File: config.mk
export PLATFORM = sky130hd
export DESIGN_NAME = debounced_edge_detector
export DESIGN_NICKNAME = d
export VERILOG_FILES = /design/src/rtl/edge_pkg.sv /design/src/rtl/debounce_channel.sv /design/src/rtl/debounced_edge_detector.sv
export SDC_FILE = /design/constraint.sdc
export NUM_CORES = 1
export LEC_CHECK = 0
export CORE_MARGIN = 3
export CORE_UTILIZATION = 45
export CTS_CLUSTER_DIAMETER = 60
export CTS_CLUSTER_SIZE = 16
export DETAILED_ROUTE_END_ITERATION = 8
export GPL_ROUTABILITY_DRIVEN = 0
export PLACE_DENSITY = 0.78
export SETUP_SLACK_MARGIN = 0.5
export SYNTH_ARGS = -nofsm -noshare
export SYNTH_HDL_FRONTEND = slang
export SYNTH_SLANG_ARGS = --single-unit
File: constraint.sdc
create_clock -name clk -period 1.6 [get_ports clk]
set_clock_uncertainty 0.2 [all_clocks]
set_input_delay 0.32 -clock clk [delete_from_list [all_inputs] [get_ports clk]]
set_output_delay 0.32 -clock clk [all_outputs]
set_load 0.005 [all_outputs]
File: src/rtl/edge_pkg.sv
// Shared encodings for the debounced edge detector: edge-mode codes and the
// two-state debounce FSM encoding.
package edge_pkg;

  typedef enum logic [1:0] {
    EDGE_OFF  = 2'b00,
    EDGE_RISE = 2'b01,
    EDGE_FALL = 2'b10,
    EDGE_BOTH = 2'b11
  } edge_mode_t;

  typedef enum logic {
    STABLE_LO = 1'b0,
    STABLE_HI = 1'b1
  } stable_state_t;

  function automatic logic rise_enabled(input logic [1:0] mode);
    return (mode == EDGE_RISE) || (mode == EDGE_BOTH);
  endfunction

  function automatic logic fall_enabled(input logic [1:0] mode);
    return (mode == EDGE_FALL) || (mode == EDGE_BOTH);
  endfunction

endpackage

File: src/rtl/debounce_channel.sv
// One conditioned channel: synchroniser, debounce FSM, registered edge pulses
// and a sticky event flag. state_dbg is the FSM state, which is also the debounced level.
module debounce_channel
  import edge_pkg::*;
#(
  parameter int SYNC_STAGES     = 2,
  parameter int DEBOUNCE_CYCLES = 16
) (
  input  logic          clk,
  input  logic          reset,
  input  logic          level_in,
  input  logic [1:0]    edge_mode,
  input  logic          event_clear,
  output stable_state_t state_dbg,
  output logic          p_edge,
  output logic          n_edge,
  output logic          event_pending
);

  localparam int CNT_W = $clog2(DEBOUNCE_CYCLES + 1);
  localparam logic [CNT_W-1:0] CNT_LAST = CNT_W'(DEBOUNCE_CYCLES - 1);

  logic [SYNC_STAGES-1:0] sync_q;
  logic                   synced;
  logic [CNT_W-1:0]       cnt;
  stable_state_t          state;

  // Raw input goes straight into the first flop; nothing combinational ahead of it.
  always_ff @(posedge clk or posedge reset) begin
    if (reset) sync_q <= '0;
    else       sync_q <= {sync_q[SYNC_STAGES-2:0], level_in};
  end

  assign synced    = sync_q[SYNC_STAGES-1];
  assign state_dbg = state;

  always_ff @(posedge clk or posedge reset) begin
    if (reset) begin
      state  <= STABLE_LO;
      cnt    <= '0;
      p_edge <= 1'b0;
      n_edge <= 1'b0;
    end else begin
      p_edge <= 1'b0;
      n_edge <= 1'b0;
      if (synced == state) begin
        cnt <= '0;
      end else if (cnt == CNT_LAST) begin
        // Level has differed long enough: commit and report the edge if enabled now.
        cnt <= '0;
        case (state)
          STABLE_LO: begin
            state  <= STABLE_HI;
            p_edge <= rise_enabled(edge_mode);
          end
          default: begin
            state  <= STABLE_LO;
            n_edge <= fall_enabled(edge_mode);
          end
        endcase
      end else begin
        cnt <= cnt + CNT_W'(1);
      end
    end
  end

  // A new edge beats a simultaneous clear so no event is ever lost.
  always_ff @(posedge clk or posedge reset) begin
    if (reset)                 event_pending <= 1'b0;
    else if (p_edge || n_edge) event_pending <= 1'b1;
    else if (event_clear)      event_pending <= 1'b0;
  end

endmodule

File: src/rtl/debounced_edge_detector.sv
// Multi-channel button/level conditioner: CHANNELS independent debounce_channel
// instances plus the per-channel any_edge OR.
module debounced_edge_detector
  import edge_pkg::*;
#(
  parameter int CHANNELS        = 4,
  parameter int SYNC_STAGES     = 2,
  parameter int DEBOUNCE_CYCLES = 16
) (
  input  logic                  clk,
  input  logic                  reset,
  input  logic [CHANNELS-1:0]   level_in,
  input  logic [2*CHANNELS-1:0] edge_mode,
  input  logic [CHANNELS-1:0]   event_clear,
  output logic [CHANNELS-1:0]   level_out,
  output logic [CHANNELS-1:0]   p_edge,
  output logic [CHANNELS-1:0]   n_edge,
  output logic [CHANNELS-1:0]   any_edge,
  output logic [CHANNELS-1:0]   event_pending
);

  for (genvar i = 0; i < CHANNELS; i++) begin : g_ch
    stable_state_t ch_state;

    debounce_channel #(
      .SYNC_STAGES    (SYNC_STAGES),
      .DEBOUNCE_CYCLES(DEBOUNCE_CYCLES)
    ) u_ch (
      .clk          (clk),
      .reset        (reset),
      .level_in     (level_in[i]),
      .edge_mode    (edge_mode[2*i+1:2*i]),
      .event_clear  (event_clear[i]),
      .state_dbg    (ch_state),
      .p_edge       (p_edge[i]),
      .n_edge       (n_edge[i]),
      .event_pending(event_pending[i])
    );

    assign level_out[i] = ch_state;
  end

  assign any_edge = p_edge | n_edge;

endmodule

Word level (Yosys, flattened, before mapping)

Index checks and enable logic that the tools add are counted.

Add/sub/neg operators: 4
Equality and inequality tests: 20
Mux-type cells: 44
Bitwise operators: 5
Reduce and logical (&&, ||, !) cells: 20

Operators by type and width:

| operator                                            | count |
|---|---|
| 2-to-1 mux 5 bit                                    | 8 |
| 2-to-1 mux 1 bit                                    | 36 |
| adder 5 x 1 -> 5 bit, second input constant         | 4 |
| equality test 5 x 4 -> 1 bit, second input constant | 4 |
| equality test 2 bit, second input constant          | 8 |
| logical OR 1 bit                                    | 12 |
| equality test 2 x 1 -> 1 bit, second input constant | 4 |
| AND reduction 2 bit                                 | 4 |
| nonzero test 2 bit                                  | 4 |
| equality test 1 bit                                 | 4 |
| NOT 1 bit                                           | 4 |
| OR 4 bit                                            | 1 |

Register bits: 44
Input port bits: 18
Output and inout port bits: 20
Word-level logic and storage cells: 117

Longest topological paths before layout

Word-level depth: 5
Mapped depth: 4

Hierarchy

A second synthesis with hierarchy kept.

Cells, all modules: 140
Area, all modules: 1,731.7 um2

Modules (own cells, without submodules):

| module                  | times used | cells each | area each (um2) |
|---|---|---|---|
| debounce_channel        | 4          | 33         | 419.2 |
| debounced_edge_detector | 1          | 8          | 55.1 |

Worst setup path after synthesis

OpenSTA, ideal clock, no wires.

Path type: reg-to-reg
Start: reg g_ch[3].u_ch.cnt[0]
End: reg g_ch[3].u_ch.state
Data arrival time: 1.038 ns
Data required time: 1.275 ns
Path slack: 0.237 ns
Cell stages (with the launch flop): 4
Path buffers: 0
Period minus slack after synthesis: 1.363 ns
Cells stage by stage: dfrtp_1 -> ha_1 -> nand4b_2 -> mux2_4

Cells in the longest elaborated chain, start to end: 2

RTL lines:

| element                       | line                   | RTL |
|---|---|---|
| from (decl)                   | debounce_channel.sv:25 | `logic [CNT_W-1:0] cnt;` |
| from (signal assigned)        | debounce_channel.sv:62 | `cnt <= cnt + CNT_W'(1);` |
| equality test 5 x 4 -> 1 bit  | debounce_channel.sv:48 | `end else if (cnt == CNT_LAST) begin` |
| AND reduction 2 bit (no line) | -                      |  |
| to (signal assigned)          | debounce_channel.sv:39 | `state <= STABLE_LO;` |
| to (signal assigned)          | debounce_channel.sv:53 | `state <= STABLE_HI;` |
| to (signal assigned)          | debounce_channel.sv:57 | `state <= STABLE_LO;` |
| to (decl)                     | debounce_channel.sv:26 | `stable_state_t state;` |

No other way between the ends.
A chain may end at the register's enable or synchronous reset.

Final worst setup path

Start: reg g_ch[3].u_ch.p_edge
End: out any_edge[3]

Cells in the longest elaborated chain, start to end: 1

RTL lines:

| element                | line                          | RTL |
|---|---|---|
| from (decl)            | debounce_channel.sv:15        | `output logic p_edge,` |
| from (signal assigned) | debounce_channel.sv:54        | `p_edge <= rise_enabled(edge_mode);` |
| OR 4 bit               | debounced_edge_detector.sv:43 | `assign any_edge = p_edge \| n_edge;` |
| to (decl)              | debounced_edge_detector.sv:18 | `output logic [CHANNELS-1:0] any_edge,` |

No other way between the ends.

==> impl_metrics.csv <==
group,metric,value,unit
pwr,finalPower,2.246,mW
timing,rsz0062_at_grt,"true",
cts,maximum_buffer_depth_of_the_clock_tree,2,
cts,insertion_delay,0.30,ns
die,die_height,69.52,um
cells_and_area,most_frequent_cells_in_the_layout,"44 x dfrtp_1, 30 x buf_6, 17 x clkdlybuf4s50_1, 17 x buf_4",
timing,slew_violations,0,
yosys,avgSynthCellArea,12.52,sq um
grt,grt_start_max_net_pins,24,
pwr,leakage,1.548,nW
drt,wl_per_cell,15.24,um
worst_setup_path,worstSetupEndpointType,"output pin",
worst_setup_path,worst-r2r-setup-slack,0.22,ns
die,start_util,0.4814,
timing,max_slew.worst_pin.slew,0.2819,ns
timing,number_of_hold_slack_violations_in_the_final_timing_report,0,
timing,worst_slack,0.02504,ns
drt,dr.pass1.iters,4,
die,fp-row-count,22,
cts,cts_tree,"done",
worst_setup_path,critical-path-top-delay-family,"flip-flops",
drt,vias_per_cell,4.839,
worst_setup_path,critical_path.cell_chain,"or2_4, buf_6",
outcome,outcome,"finished clean",
cells_and_area,finalCoreUtilization,0.7694,
grt,grt_first_pass_wirelength,6417,um
worst_setup_path,cp.required,1.08,ns
yosys,synth_seq_area_share,0.6065,
drt,dr_total_vias,1263,
grt,grtUsageTotal,0.1729,
worst_setup_path,worstSetupPathType,"register to output pin",
cells_and_area,areaGrowthSynthToFinish,59.82,%
cts,cts_buffers,5,
worst_setup_path,critical-path-slowest-cell,"dfrtp_1",
worst_setup_path,highest_cell_delay_on_the_worst_timing_path,0.39,ns
cts,clock_tree.htree_level_count,2,
placed_design,placement.setup.worst_slack,0.004507,ns
worst_setup_path,crit_path_max_fanout,2,
cells_and_area,antennaDiodeCount,0,
timing,finalCritPeriodShare,0.9844,
yosys,syn-cell-area,1815,sq um
cells_and_area,post_route_cells_drive_above_1_share,0.5493,
die,die-width,69.52,um
worst_setup_path,crit_buf_inv,1,
yosys,synth_cell_types,17,
timing,final_count_of_negative_setup_slack_endpoints,0,
timing,timing.max_slew.rel_slack,0.8121,
pwr,worst_ir_drop_vdd,0.5971,mV
yosys,synth_warnings,0,
yosys,synth.ff_latch_count,44,
timing,timing.setup.tns,0,ns
yosys,netlist.top_cell.by_area,"dfrtp_1",
cts,clkSlewWorstSetupHoldPaths,0.08,ns
yosys,synth.net_count,167,
worst_setup_path,cp_data_arrival_time,1.05,ns
worst_setup_path,worstSetupStartpointType,"register",
cts,cts_root_buffer,"clkbuf_8",
cts,cts.sinks,44,
cts,holdBufCountCts,0,
grt,first_global_vias,1387,
timing,maxClockFrequency,634.9,MHz
placed_design,io_buffer_count,37,
job,max-cap-violations,0,
yosys,synthesis.instances,145,
placed_design,dp.final_hpwl,2318,um
cells_and_area,layout_commonest_cell,"dfrtp_1",
drt,wirelength,3978,um
cells_and_area,final_cell_area,2902,sq um
placed_design,post_dp_cell_area,2260,sq um
die,placeableCoreArea,3771,sq um
drt,drt.antenna.violating_nets,0,
drt,drt_iter0_markers,62,
yosys,yosys-top-cells-area,"dfrtp_1 61%, buf_4 6.6%, xor2_1 5.8%",
grt,grt_overflow,0,
hold_path,holdCritPathClass,"register to register",
timing,period_minus_slack,1.575,ns
cells_and_area,design.final.nets,234,
grt,antenna_found_initial,0,
die,die_area,4832,sq um
yosys,synth_top_area_share,0.6065,
die,boundaryPins,38,
drt,drcViolationCount,0,
pwr,power.density_cell_area,774.1,nW/um^2
==> per-stage QoR <==
step / cells / hold WS, ns
2_1_floorplan: 145 / 0.1242
3_3_place_gp: 220 / 0.1317
3_5_place_dp: 220 / 0.1418
4_1_cts: 250 / 0.1610
5_1_grt: 261 / 0.1727
6_report: 261 / 0.1579
==> worst reg2reg max path, delay by kind of cell, from the launching register on <==
family                    cells  cell delay, ns
DFF                           1            0.39
xor gates and xnor gates      1            0.23
AOI/OAI and AO/OA             1            0.16
buffers and inverters         2            0.23
and+or+nand+nor               1            0.08
==> cell type report <==
cell class	instances	area (sq um)
multi-input cells	80	904.6
fillers	222	869.6
clock buffers	5	68.82
inverters	5	22.52
flip-flops and latches	44	1101
clock inverters	3	42.54
repair buffers	76	701.9
well taps	48	60.06
==> what timing repair did <==
action | in CTS | in global routing
gates resized for setup | 121 | 34
cloned | 0 | 0
setup endpoints to repair | 53 | 56
buffers inserted | 22 | 11
pin swaps | 23 | 10
==> routing by layer <==
layer	wire length (um)	GRT usage
met4	97	0.09761
met1	1492	0.1840
met3	162	0.04203
met5	0	0
met2	2226	0.3093
==> cell families after synthesis <==
kind of cell	Yosys count	share of synthesized area
AND/OR/NAND/NOR	52	0.1682
XOR/XNOR	12	0.05789
multiplexers	4	0.03308
buffers and inverters	21	0.07650
adder cells (fa/ha/maj)	4	0.02757
AO/OA/AOI/OAI	8	0.03032
flip-flops	44	0.6065
==> flip-flops by register name (all words and copies together), names as in the netlist <==
| name | flops |
|---|---|
| g_ch.u_ch.cnt | 20 |
| g_ch.u_ch.event_pending | 4 |
| g_ch.u_ch.n_edge | 4 |
| g_ch.u_ch.p_edge | 4 |
| g_ch.u_ch.state_dbg | 4 |
| g_ch.u_ch.sync_q | 8 |
==> path summary, 6_finish.rpt <==
check,from,end,depth (start not counted)
worst max-delay path,g_ch[3].u_ch.p_edge,any_edge[3],2
worst min-delay path,g_ch[0].u_ch.sync_q[0],g_ch[0].u_ch.sync_q[1],0
worst max register to register,g_ch[2].u_ch.state_dbg,g_ch[2].u_ch.cnt[4],5
worst min register to register,g_ch[0].u_ch.sync_q[0],g_ch[0].u_ch.sync_q[1],0
max in group asynchronous,reset,g_ch[1].u_ch.event_pending,3
min in group asynchronous,reset,g_ch[2].u_ch.event_pending,3
==> where the power goes <==
| part | internal [mW] | switching (mW) | leakage, nW | total (mW) |
|---|---|---|---|---|
| Clock | 0.462 | 0.388 | 0.0541 | 0.850 |
| Sequential | 1.15 | 0.0473 | 0.586 | 1.19 |
| Combinational | 0.121 | 0.0819 | 0.907 | 0.203 |
| Total | 1.73 | 0.517 | 1.55 | 2.25 |
==> synthesized netlist by cell type <==
cell      count
buf_4        16
and2_1        6
nand4b_2      2
ha_1          4
nand4b_4      2
xor2_1       12
mux2_4        4
nand3_1       4
nor2_1        8
nor3_1        8
nand2_1      16
or2_2         4
a31oi_1       4
dfrtp_1      44
and3_2        2
inv_1         5
a21o_1        4
Note: power is estimated with default switching activity, not from simulation.
